## src/rtl/i2c_bus_arbiter_if.sv

```systemverilog
// Requester/controller bundle for the shared i2c_controller arbiter.
// master: the requesters plus the i2c_controller (the environment around the arbiter).
// slave:  the arbiter itself.
interface i2c_bus_arbiter_if #(
    parameter int unsigned NUM_REQ = 4
);
    // Requester side
    logic [NUM_REQ-1:0]   req;
    logic [7*NUM_REQ-1:0] req_addr;
    logic [8*NUM_REQ-1:0] req_wdata;
    logic [NUM_REQ-1:0]   req_rw;
    logic [NUM_REQ-1:0]   gnt;
    logic [NUM_REQ-1:0]   done;
    logic                 err;
    logic [7:0]           rdata;

    // i2c_controller side
    logic                 m_enable;
    logic [6:0]           m_addr;
    logic [7:0]           m_data_in;
    logic                 m_rw;
    logic [7:0]           m_data_out;
    logic                 m_ready;

    modport master (
        output req, req_addr, req_wdata, req_rw, m_data_out, m_ready,
        input  gnt, done, err, rdata, m_enable, m_addr, m_data_in, m_rw
    );

    modport slave (
        input  req, req_addr, req_wdata, req_rw, m_data_out, m_ready,
        output gnt, done, err, rdata, m_enable, m_addr, m_data_in, m_rw
    );
endinterface

```

## src/rtl/i2c_bus_arbiter.sv

```systemverilog
// Round-robin arbiter sharing one i2c_controller between NUM_REQ requesters.
// Sequences the controller's enable/ready handshake, aborts stuck transactions
// after TIMEOUT cycles and returns read data plus done/err to the winner.
module i2c_bus_arbiter #(
    parameter int unsigned NUM_REQ = 4,
    parameter int unsigned TIMEOUT = 4096
) (
    input  logic               clk,
    input  logic               rst,
    i2c_bus_arbiter_if.slave   bus
);

    localparam int unsigned IDX_W = (NUM_REQ > 1) ? $clog2(NUM_REQ) : 1;
    localparam int unsigned TMR_W = (TIMEOUT > 1) ? $clog2(TIMEOUT) : 1;
    localparam logic [TMR_W-1:0] TMR_LAST = TMR_W'(TIMEOUT - 1);

    typedef enum logic [1:0] {
        S_IDLE  = 2'd0,
        S_START = 2'd1,
        S_BUSY  = 2'd2,
        S_DONE  = 2'd3
    } state_t;

    state_t             state_q, state_d;
    logic [IDX_W-1:0]   rr_ptr_q, rr_ptr_d;
    logic [IDX_W-1:0]   sel_q, sel_d;
    logic [TMR_W-1:0]   timer_q, timer_d;
    logic [NUM_REQ-1:0] gnt_q, gnt_d;
    logic [NUM_REQ-1:0] done_q, done_d;
    logic               err_q, err_d;
    logic [7:0]         rdata_q, rdata_d;
    logic               m_enable_q, m_enable_d;
    logic [6:0]         m_addr_q, m_addr_d;
    logic [7:0]         m_data_in_q, m_data_in_d;
    logic               m_rw_q, m_rw_d;

    // Per-requester views of the flattened address/data buses
    logic [6:0] addr_arr  [NUM_REQ];
    logic [7:0] wdata_arr [NUM_REQ];

    for (genvar g = 0; g < NUM_REQ; g++) begin : g_unpack
        assign addr_arr[g]  = bus.req_addr[7*g +: 7];
        assign wdata_arr[g] = bus.req_wdata[8*g +: 8];
    end

    // Round-robin pick: first set req scanning upward from rr_ptr, wrapping
    logic             pick_valid_c;
    logic [IDX_W-1:0] pick_idx_c;
    logic [IDX_W-1:0] cand_c;

    always_comb begin
        pick_valid_c = 1'b0;
        pick_idx_c   = '0;
        cand_c       = '0;
        for (int unsigned k = 0; k < NUM_REQ; k++) begin
            cand_c = IDX_W'((32'(rr_ptr_q) + k) % NUM_REQ);
            if (!pick_valid_c && bus.req[cand_c]) begin
                pick_valid_c = 1'b1;
                pick_idx_c   = cand_c;
            end
        end
    end

    // Next-state and next-output logic
    always_comb begin
        state_d     = state_q;
        rr_ptr_d    = rr_ptr_q;
        sel_d       = sel_q;
        timer_d     = timer_q;
        gnt_d       = gnt_q;
        done_d      = '0;
        err_d       = 1'b0;
        rdata_d     = rdata_q;
        m_enable_d  = m_enable_q;
        m_addr_d    = m_addr_q;
        m_data_in_d = m_data_in_q;
        m_rw_d      = m_rw_q;

        unique case (state_q)
            S_IDLE: begin
                if (bus.m_ready && pick_valid_c) begin
                    sel_d       = pick_idx_c;
                    gnt_d       = NUM_REQ'(1) << pick_idx_c;
                    m_enable_d  = 1'b1;
                    m_addr_d    = addr_arr[pick_idx_c];
                    m_data_in_d = wdata_arr[pick_idx_c];
                    m_rw_d      = bus.req_rw[pick_idx_c];
                    timer_d     = '0;
                    state_d     = S_START;
                end
            end

            S_START, S_BUSY: begin
                if (state_q == S_BUSY && bus.m_ready) begin
                    // Controller finished; a completion on the last cycle still counts
                    if (m_rw_q) begin
                        rdata_d = bus.m_data_out;
                    end
                    done_d  = gnt_q;
                    state_d = S_DONE;
                end else if (timer_q == TMR_LAST) begin
                    // Controller stuck: abort and report err alongside done
                    m_enable_d = 1'b0;
                    rdata_d    = 8'h00;
                    err_d      = 1'b1;
                    done_d     = gnt_q;
                    state_d    = S_DONE;
                end else begin
                    timer_d = timer_q + TMR_W'(1);
                    if (state_q == S_START && !bus.m_ready) begin
                        m_enable_d = 1'b0;
                        state_d    = S_BUSY;
                    end
                end
            end

            S_DONE: begin
                gnt_d    = '0;
                rr_ptr_d = IDX_W'((32'(sel_q) + 32'd1) % NUM_REQ);
                state_d  = S_IDLE;
            end

            default: begin
                state_d = S_IDLE;
            end
        endcase
    end

    // State and output registers, synchronous reset
    always_ff @(posedge clk) begin
        if (rst) begin
            state_q     <= S_IDLE;
            rr_ptr_q    <= '0;
            sel_q       <= '0;
            timer_q     <= '0;
            gnt_q       <= '0;
            done_q      <= '0;
            err_q       <= 1'b0;
            rdata_q     <= 8'h00;
            m_enable_q  <= 1'b0;
            m_addr_q    <= 7'h00;
            m_data_in_q <= 8'h00;
            m_rw_q      <= 1'b0;
        end else begin
            state_q     <= state_d;
            rr_ptr_q    <= rr_ptr_d;
            sel_q       <= sel_d;
            timer_q     <= timer_d;
            gnt_q       <= gnt_d;
            done_q      <= done_d;
            err_q       <= err_d;
            rdata_q     <= rdata_d;
            m_enable_q  <= m_enable_d;
            m_addr_q    <= m_addr_d;
            m_data_in_q <= m_data_in_d;
            m_rw_q      <= m_rw_d;
        end
    end

    assign bus.gnt       = gnt_q;
    assign bus.done      = done_q;
    assign bus.err       = err_q;
    assign bus.rdata     = rdata_q;
    assign bus.m_enable  = m_enable_q;
    assign bus.m_addr    = m_addr_q;
    assign bus.m_data_in = m_data_in_q;
    assign bus.m_rw      = m_rw_q;

endmodule
```

## src/flat_wrapper.sv

```systemverilog
// flat-port wrapper written by rule: the top's interface ports become plain ports
module i2c_bus_arbiter_flat 
#(
    parameter int unsigned NUM_REQ = 4,
    parameter int unsigned TIMEOUT = 4096
)
  (clk, rst, bus_req, bus_req_addr, bus_req_wdata, bus_req_rw, bus_m_data_out, bus_m_ready, bus_gnt, bus_done, bus_err, bus_rdata, bus_m_enable, bus_m_addr, bus_m_data_in, bus_m_rw);
  i2c_bus_arbiter_if #(.NUM_REQ(NUM_REQ)) bus_i ();
  input  logic clk;
  input  logic rst;
  input wire logic [$bits(bus_i.req)-1:0] bus_req;
  input wire logic [$bits(bus_i.req_addr)-1:0] bus_req_addr;
  input wire logic [$bits(bus_i.req_wdata)-1:0] bus_req_wdata;
  input wire logic [$bits(bus_i.req_rw)-1:0] bus_req_rw;
  input wire logic [$bits(bus_i.m_data_out)-1:0] bus_m_data_out;
  input wire logic [$bits(bus_i.m_ready)-1:0] bus_m_ready;
  output wire logic [$bits(bus_i.gnt)-1:0] bus_gnt;
  output wire logic [$bits(bus_i.done)-1:0] bus_done;
  output wire logic [$bits(bus_i.err)-1:0] bus_err;
  output wire logic [$bits(bus_i.rdata)-1:0] bus_rdata;
  output wire logic [$bits(bus_i.m_enable)-1:0] bus_m_enable;
  output wire logic [$bits(bus_i.m_addr)-1:0] bus_m_addr;
  output wire logic [$bits(bus_i.m_data_in)-1:0] bus_m_data_in;
  output wire logic [$bits(bus_i.m_rw)-1:0] bus_m_rw;
  assign bus_i.req = bus_req;
  assign bus_i.req_addr = bus_req_addr;
  assign bus_i.req_wdata = bus_req_wdata;
  assign bus_i.req_rw = bus_req_rw;
  assign bus_i.m_data_out = bus_m_data_out;
  assign bus_i.m_ready = bus_m_ready;
  assign bus_gnt = bus_i.gnt;
  assign bus_done = bus_i.done;
  assign bus_err = bus_i.err;
  assign bus_rdata = bus_i.rdata;
  assign bus_m_enable = bus_i.m_enable;
  assign bus_m_addr = bus_i.m_addr;
  assign bus_m_data_in = bus_i.m_data_in;
  assign bus_m_rw = bus_i.m_rw;
  i2c_bus_arbiter #(.NUM_REQ(NUM_REQ), .TIMEOUT(TIMEOUT)) u_core (.clk(clk), .rst(rst), .bus(bus_i));
endmodule
```

## config.mk

```make
export PLATFORM = sky130hd
export DESIGN_NAME = i2c_bus_arbiter_flat
export DESIGN_NICKNAME = d
export VERILOG_FILES = /design/src/rtl/i2c_bus_arbiter_if.sv /design/src/rtl/i2c_bus_arbiter.sv /design/src/flat_wrapper.sv
export SDC_FILE = /design/constraint.sdc
export NUM_CORES = 1
export LEC_CHECK = 0
export CAP_MARGIN = 15
export CORE_ASPECT_RATIO = 0.6
export CORE_MARGIN = 2
export CORE_UTILIZATION = 43
export CTS_CLUSTER_SIZE = 24
export DETAILED_ROUTE_END_ITERATION = 12
export PLACE_DENSITY_LB_ADDON = 0.3
export SLEW_MARGIN = 40
export SYNTH_ARGS = -nofsm -noshare
export SYNTH_HDL_FRONTEND = slang
export SYNTH_SLANG_ARGS = --single-unit
export TNS_END_PERCENT = 10
```

## constraint.sdc

```tcl
create_clock -name clk -period 3.2 [get_ports clk]
set_input_delay 0.96 -clock clk [delete_from_list [all_inputs] [get_ports clk]]
set_output_delay 0.96 -clock clk [all_outputs]
set_load 0.005 [all_outputs]
```

==> metrics.txt, run 1 <==
status=completed; Yosys top cell by area=dfxtp_1; cell count after synthesis=323; fin util=65.9%; setup TNS=0 ns; Die W=106 µm; DR WL/cell=15.6 µm; startpoint types=primary input; total CTS buffers=5; maximum VDD drop=0.000284 V; DRT antenna net count=0; pwr/cell area=549 nW/µm²; CORE AREA=6060 µm²; GPL Wtd Cong=0.842; DR pass1 iterations=4; post-synth top area share=39.0%; filler cell count=530; Worst Hold Class=reg -> reg; count of cell types in the netlist=39; Finished Layout Cells=515; setup repair bufs after CTS=0; row count=22; EDFF count, synth=0; clk slew on worst S/H paths=0.09 ns; Post-synth top cells=52 x dfxtp_1, 34 x a211oi_1, 33 x and3_1; RSZ-0062 raised after global routing=false; total grt overflow=0; initial antenna violation count=0; initial core utilization=44.0%; total wire length=8040 µm; share of the clock period used by the worst path=87.4%; first-pass GRT wire length=12,900 µm; n_diodes=0; minimum clock period=2.80 ns; Slew Limit Fails=0; worst rel slew slack=55.7%; Ys Warns=0; Mapped Area=2670 µm²; syn avg cell area=8.26 µm²; Least-Margin Pin Slew=0.646 ns; CTS sink count=52; most common cell in the synthesized netlist=dfxtp_1; crit path capture type=flip-flop; post-CTS resize count=0; GR Util All Layers=23.0%; DIE AREA=6870 µm²; FF/Latch Area=1040 µm²; clock tree buffer depth=2; Nets=514; Synth Register Bits=52; Vias=2,882; Pleak=1.50 nW; CTS H-Tree Depth=2; Port Buf Inserts=112; ys async rst share=0%; DIE HEIGHT=65.0 µm; Tot Pwr=2.19 mW; WP data arrival=2.98 ns; post-DP HPWL=5920 µm; f_max=357 MHz; # setup viols final=0; layout cell share with drive strength beyond 1=5.57%; Seq/Total Area, Yosys=39.0%; Area growth, synth to finish=49.6%; Synth area leaders=dfxtp_1 39%, a211oi_1 9.6%, and3_1 7.7%; worst-skew pair later-pin latency=0.30 ns; Fin Clk Skew=0.00540 ns; CTS root buf=clkbuf_8; ys flop type=dfxtp_1; vias in the first global route=2,645; cell count after placement=507; r2r setup slk=1.02 ns; number of remaining DRC errors=0; maxcap violations=0; cts hold-fix bufs=0; crit-path max FO=17; initial drt markers=127; Multi-input gate area=1510 µm²; io pins=113; Syn Nets=407; routed vias/inst=5.60; Hold Fails Final Rpt=0; Crit path required time=3.38 ns; largest net degree at the start of global routing=34; CTS tree=built; Setup Crit Path Kind=in -> reg
## worst paths after layout
| check | startpoint | to | depth (start not counted) |
|---|---|---|---|
| setup reg to reg | u_core.state_q[0] | u_core.timer_q[9] | 6 |
| hold / removal | u_core.bus.rdata[5] | u_core.bus.rdata[5] | 2 |
| hold reg to reg | u_core.bus.rdata[5] | u_core.bus.rdata[5] | 2 |
| setup / recovery | bus_req[2] | u_core.bus.m_addr[5] | 7 |
## worst max-delay path, stage by stage
cell and delay (ns):
clkdlybuf4s50_1 0.61, nor2b_1 0.18, a221oi_1 0.12, or4_1 0.57
buf_4 0.23, a211oi_1 0.22, nor4_1 0.08
## kinds of logic after synthesis
kind of cell | synth area share, %
muxes | 1.50
AOI/OAI and AO/OA | 23.5
DFF | 39.0
buffers and inverters | 4.50
and+or+nand+nor | 28.1
xor gates and xnor gates | 0.985
adders and majority gates | 2.35
## power breakdown
group	switching, mW	total [mW]	leakage, nW	internal (mW)
Combinational	0.496	0.932	1.02	0.436
Clock	0.217	0.449	0.0541	0.232
Sequential	0.0668	0.811	0.424	0.744
Total	0.780	2.19	1.50	1.41
## state kept, by name (all words and copies together), names as in the netlist
| name | cells |
|---|---|
| u_core.timer_q | 12 |
| u_core.bus.m_data_in | 8 |
| u_core.bus.rdata | 8 |
| u_core.bus.m_addr | 7 |
| u_core.bus.done | 4 |
| u_core.bus.gnt | 4 |
| u_core.rr_ptr_q | 2 |
| u_core.sel_q | 2 |
| u_core.state_q | 2 |
| u_core.bus.err | 1 |
| u_core.bus.m_enable | 1 |
| u_core.bus.m_rw | 1 |
## cell usage in the layout (no fill, tap or decap), types with 3 or more instances in the layout
| cell | Yosys | routed |
|---|---|---|
| a21oi_1 | 25 | 25 |
| clkdlybuf4s50_1 | 0 | 112 |
| buf_4 | 0 | 11 |
| and4_1 | 3 | 3 |
| or3_1 | 6 | 6 |
| clkbuf_8 | 0 | 5 |
| inv_1 | 6 | 6 |
| o211ai_1 | 4 | 4 |
| nor4_1 | 16 | 16 |
| nor2_1 | 22 | 22 |
| or4_1 | 6 | 6 |
| ha_1 | 5 | 5 |
| and2_1 | 7 | 7 |
| dfxtp_1 | 52 | 52 |
| nand2b_1 | 3 | 3 |
| o21ai_0 | 17 | 17 |
| mux2i_1 | 4 | 4 |
| and3_1 | 33 | 33 |
| a211oi_1 | 34 | 34 |
| nand2_1 | 26 | 26 |
| o31ai_1 | 3 | 3 |
| nand4_1 | 4 | 4 |
| nand3_1 | 5 | 5 |
## through the flow
step | area, µm² | hold WS (ns) | setup slack (ns)
floorplan | 2670 | 0.444 | 0.696
global placement | 3880 | 0.457 | 0.171
detailed placement | 3880 | 0.469 | 0.105
CTS | 3990 | 0.481 | 0.423
global route | 3990 | 0.504 | 0.299
finish | 3990 | 0.479 | 0.402
## cell type report
cell class	count	share of cell area (%)
sequential	52	26.1
tap	84	2.63
inverter	6	0.564
clock buffer	5	1.72
timing repair buffer	123	30.2
clock inverter	3	1.07
multi-input combinational	242	37.8
## routing by layer
metal	GRT usage [%]	routed length, µm	vias to the layer above	share of wire [%]
met5	0	0	-	0
met4	4.44	28	0	0.35
met3	5.73	656	2	8.2
met2	34.3	3360	100	42
met1	33.7	3990	1353	50
li1	-	-	1427	-
Power figures use the tool's default switching activity.
==> run 2: changes to the inputs <==
- ABC_CLOCK_PERIOD_IN_PS: unset -> 3200
- CORE_MARGIN: 2 -> 5
==> run 2 against run 1 <==
Worst setup slack improved by 0.031 ns. Clock-buffer cell count rose by 1. Utilization rose by 0.14 points. Register-to-register slack barely moved. Clock power fell by 1%. Power rose by 0.57%. Clock skew rose by 0.0055 ns. Design area rose by 0.22%.
==> metrics.txt, run 2 (synthesized netlist as in run 1, its figures left out) <==
crit-path max FO=17 (unchanged); vias in the first global route=2,723 (+2.9%); Finished Layout Cells=515 (unchanged); Worst Hold Class=reg -> reg; crit path capture type=flip-flop; n_diodes=0 (unchanged); clock share of power=20.2% (-0.3 points); Area growth, synth to finish=49.9%; startpoint types=primary input; CTS tree=built; io pins=113 (unchanged); Fin Clk Skew=0.0109 ns (+0.00546 ns); CORE AREA=6060 µm² (unchanged); Largest register FFs=12 (unchanged); filler cell count=507 (-4.3%); Int Pwr=1.43 mW (+1.3%); Least-Margin Pin Slew=0.536 ns (-0.110 ns); setup TNS=0 ns (unchanged); cts hold-fix bufs=0 (unchanged); cell count after placement=507 (unchanged); total grt overflow=0 (unchanged); CTS H-Tree Depth=2 (unchanged); # setup viols final=0 (unchanged); WHS Path Cells=2 (unchanged); status=completed; Pleak=1.50 nW (+0.35%); Sequential Power Share=36.8% (-0.2 points); combinational group share of total power=43.0% (+0.5 points); Slew Limit Fails=0 (unchanged); initial drt markers=199 (+57%); Nets=514 (unchanged); layout cell share with drive strength beyond 1=5.34% (-0.23 points); commonest cells after routing, fill and taps aside=112 x clkdlybuf4s50_1, 52 x dfxtp_1, 34 x a211oi_1, 33 x and3_1, 26 x nand2_1; Place WS=0.103 ns (-0.00155 ns); DIE AREA=7930 µm² (+15%); DR pass1 iterations=4 (unchanged); worst rel slew slack=63.3% (+7.5 points); commonest non-fill, non-tap cell in the layout=clkdlybuf4s50_1; DIE HEIGHT=71.0 µm (+9.2%); Hold Fails Final Rpt=0 (unchanged); worst-skew pair later-pin latency=0.30 ns (about the same); Switching Power=0.775 mW (-0.71%); fin util=66.0% (+0.14 points); switch share=35.1% (-0.45 points); initial antenna violation count=0 (unchanged); largest net degree at the start of global routing=34 (unchanged); share of the clock period used by the worst path=86.5% (-0.97 points); DR WL/cell=16.1 µm (+3.1%); GR Util All Layers=20.5% (-2.6 points); post-CTS resize count=0 (unchanged); post-DP HPWL=6350 µm (+7.3%); minimum clock period=2.77 ns (-0.0311 ns); clk slew on worst S/H paths=0.09 ns (about the same); Setup Crit Path Kind=in -> reg; pwr/cell area=551 nW/µm² (+0.35%); CTS sink count=52 (unchanged); first-pass GRT wire length=13,500 µm (+4.7%); RSZ-0062 raised after global routing=false; Crit path required time=3.39 ns (about the same); maximum VDD drop=0.000294 V (+3.5%); GPL Wtd Cong=0.851 (+1.1%); DRT antenna net count=0 (unchanged); Port Buf Inserts=112 (unchanged); initial core utilization=44.0% (unchanged); maxcap violations=0 (unchanged); routed vias/inst=5.54 (-1.1%); setup repair bufs after CTS=0 (unchanged); total wire length=8290 µm (+3.1%); Vias=2,851 (-1.1%); Die W=112 µm (+5.7%); WP data arrival=2.96 ns (-0.02 ns); PnR worst setup slack=0.433 ns (+0.0311 ns); cells on worst reg2reg path=7 (+1); row count=22 (unchanged); CTS root buf=clkbuf_8; number of remaining DRC errors=0 (unchanged); Reg with most FFs=u_core.timer_q; hold_ws=0.478 ns (-0.000940 ns); f_max=361 MHz (+1.1%); clock tree buffer depth=2 (unchanged); total CTS buffers=5 (unchanged)
[run 2: cell types whose count changed in the layout (fill, tap and decap cells not counted)]
cell / previous run / this run
buf_12: 0 / 1
buf_4: 11 / 10
clkinvlp_4: 1 / 0
clkbuf_1: 0 / 1
[run 2: worst max-delay path, cell delays in order]
cell and delay (ns):
clkdlybuf4s50_1 0.60, nor2b_1 0.18, a221oi_1 0.13, or4_1 0.56
buf_4 0.23, a211oi_1 0.22, nor4_1 0.08
[run 2: power groups by stage]
| stage | logic, mW | registers (mW) | clock network, mW |
|---|---|---|---|
| floorplan | 0.515 | 0.819 | 0 |
| global placement | 0.926 | 0.823 | 0 |
| detailed placement | 0.941 | 0.826 | 0 |
| CTS | 0.948 | 0.810 | 0.451 |
| global route | 1.04 | 0.824 | 0.489 |
| finish | 0.949 | 0.811 | 0.444 |
[run 2: layout make-up]
cell class	instances	area, µm²	share of cell area (%)
clock buffer	6	72.6	1.81
clock inverter	2	35.0	0.876
inverter	6	22.5	0.563
multi-input combinational	242	1510	37.7
sequential	52	1040	26.0
tap	84	105	2.63
timing repair buffer	123	1220	30.4
[run 2: path summary, 6_finish.rpt]
kind | start | end | slack, ns
setup / recovery | bus_req[2] | u_core.bus.m_addr[2] | 0.43
hold / removal | u_core.bus.rdata[0] | u_core.bus.rdata[0] | 0.48
setup reg to reg | u_core.state_q[0] | u_core.timer_q[11] | 1.02
hold reg to reg | u_core.bus.rdata[0] | u_core.bus.rdata[0] | 0.48
[run 2: metrics by stage]
step                      total power [mW]  cell area (µm²)
after detailed placement              1.77             3890
final                                 2.20             4000
after global placement                1.75             3890
after global routing                  2.36             4000
after CTS                             2.21             4000
after floorplan                       1.33             2670
[run 2: layer usage]
layer  global-route usage (%)  vias up  part of all wire, %
li1                         -     1430                    -
met1                     29.1     1323                   49
met2                     29.9       92                   43
met3                     6.92        6                  7.8
met4                     4.59        0                 0.74
met5                        0        -                    0
==> run 3: changes to the inputs <==
- CORE_MARGIN: 5 -> 2
- TNS_END_PERCENT: 10 -> unset
==> results of run 3 <==
The final DEF is identical to that of run 1; final timing and power are the same.
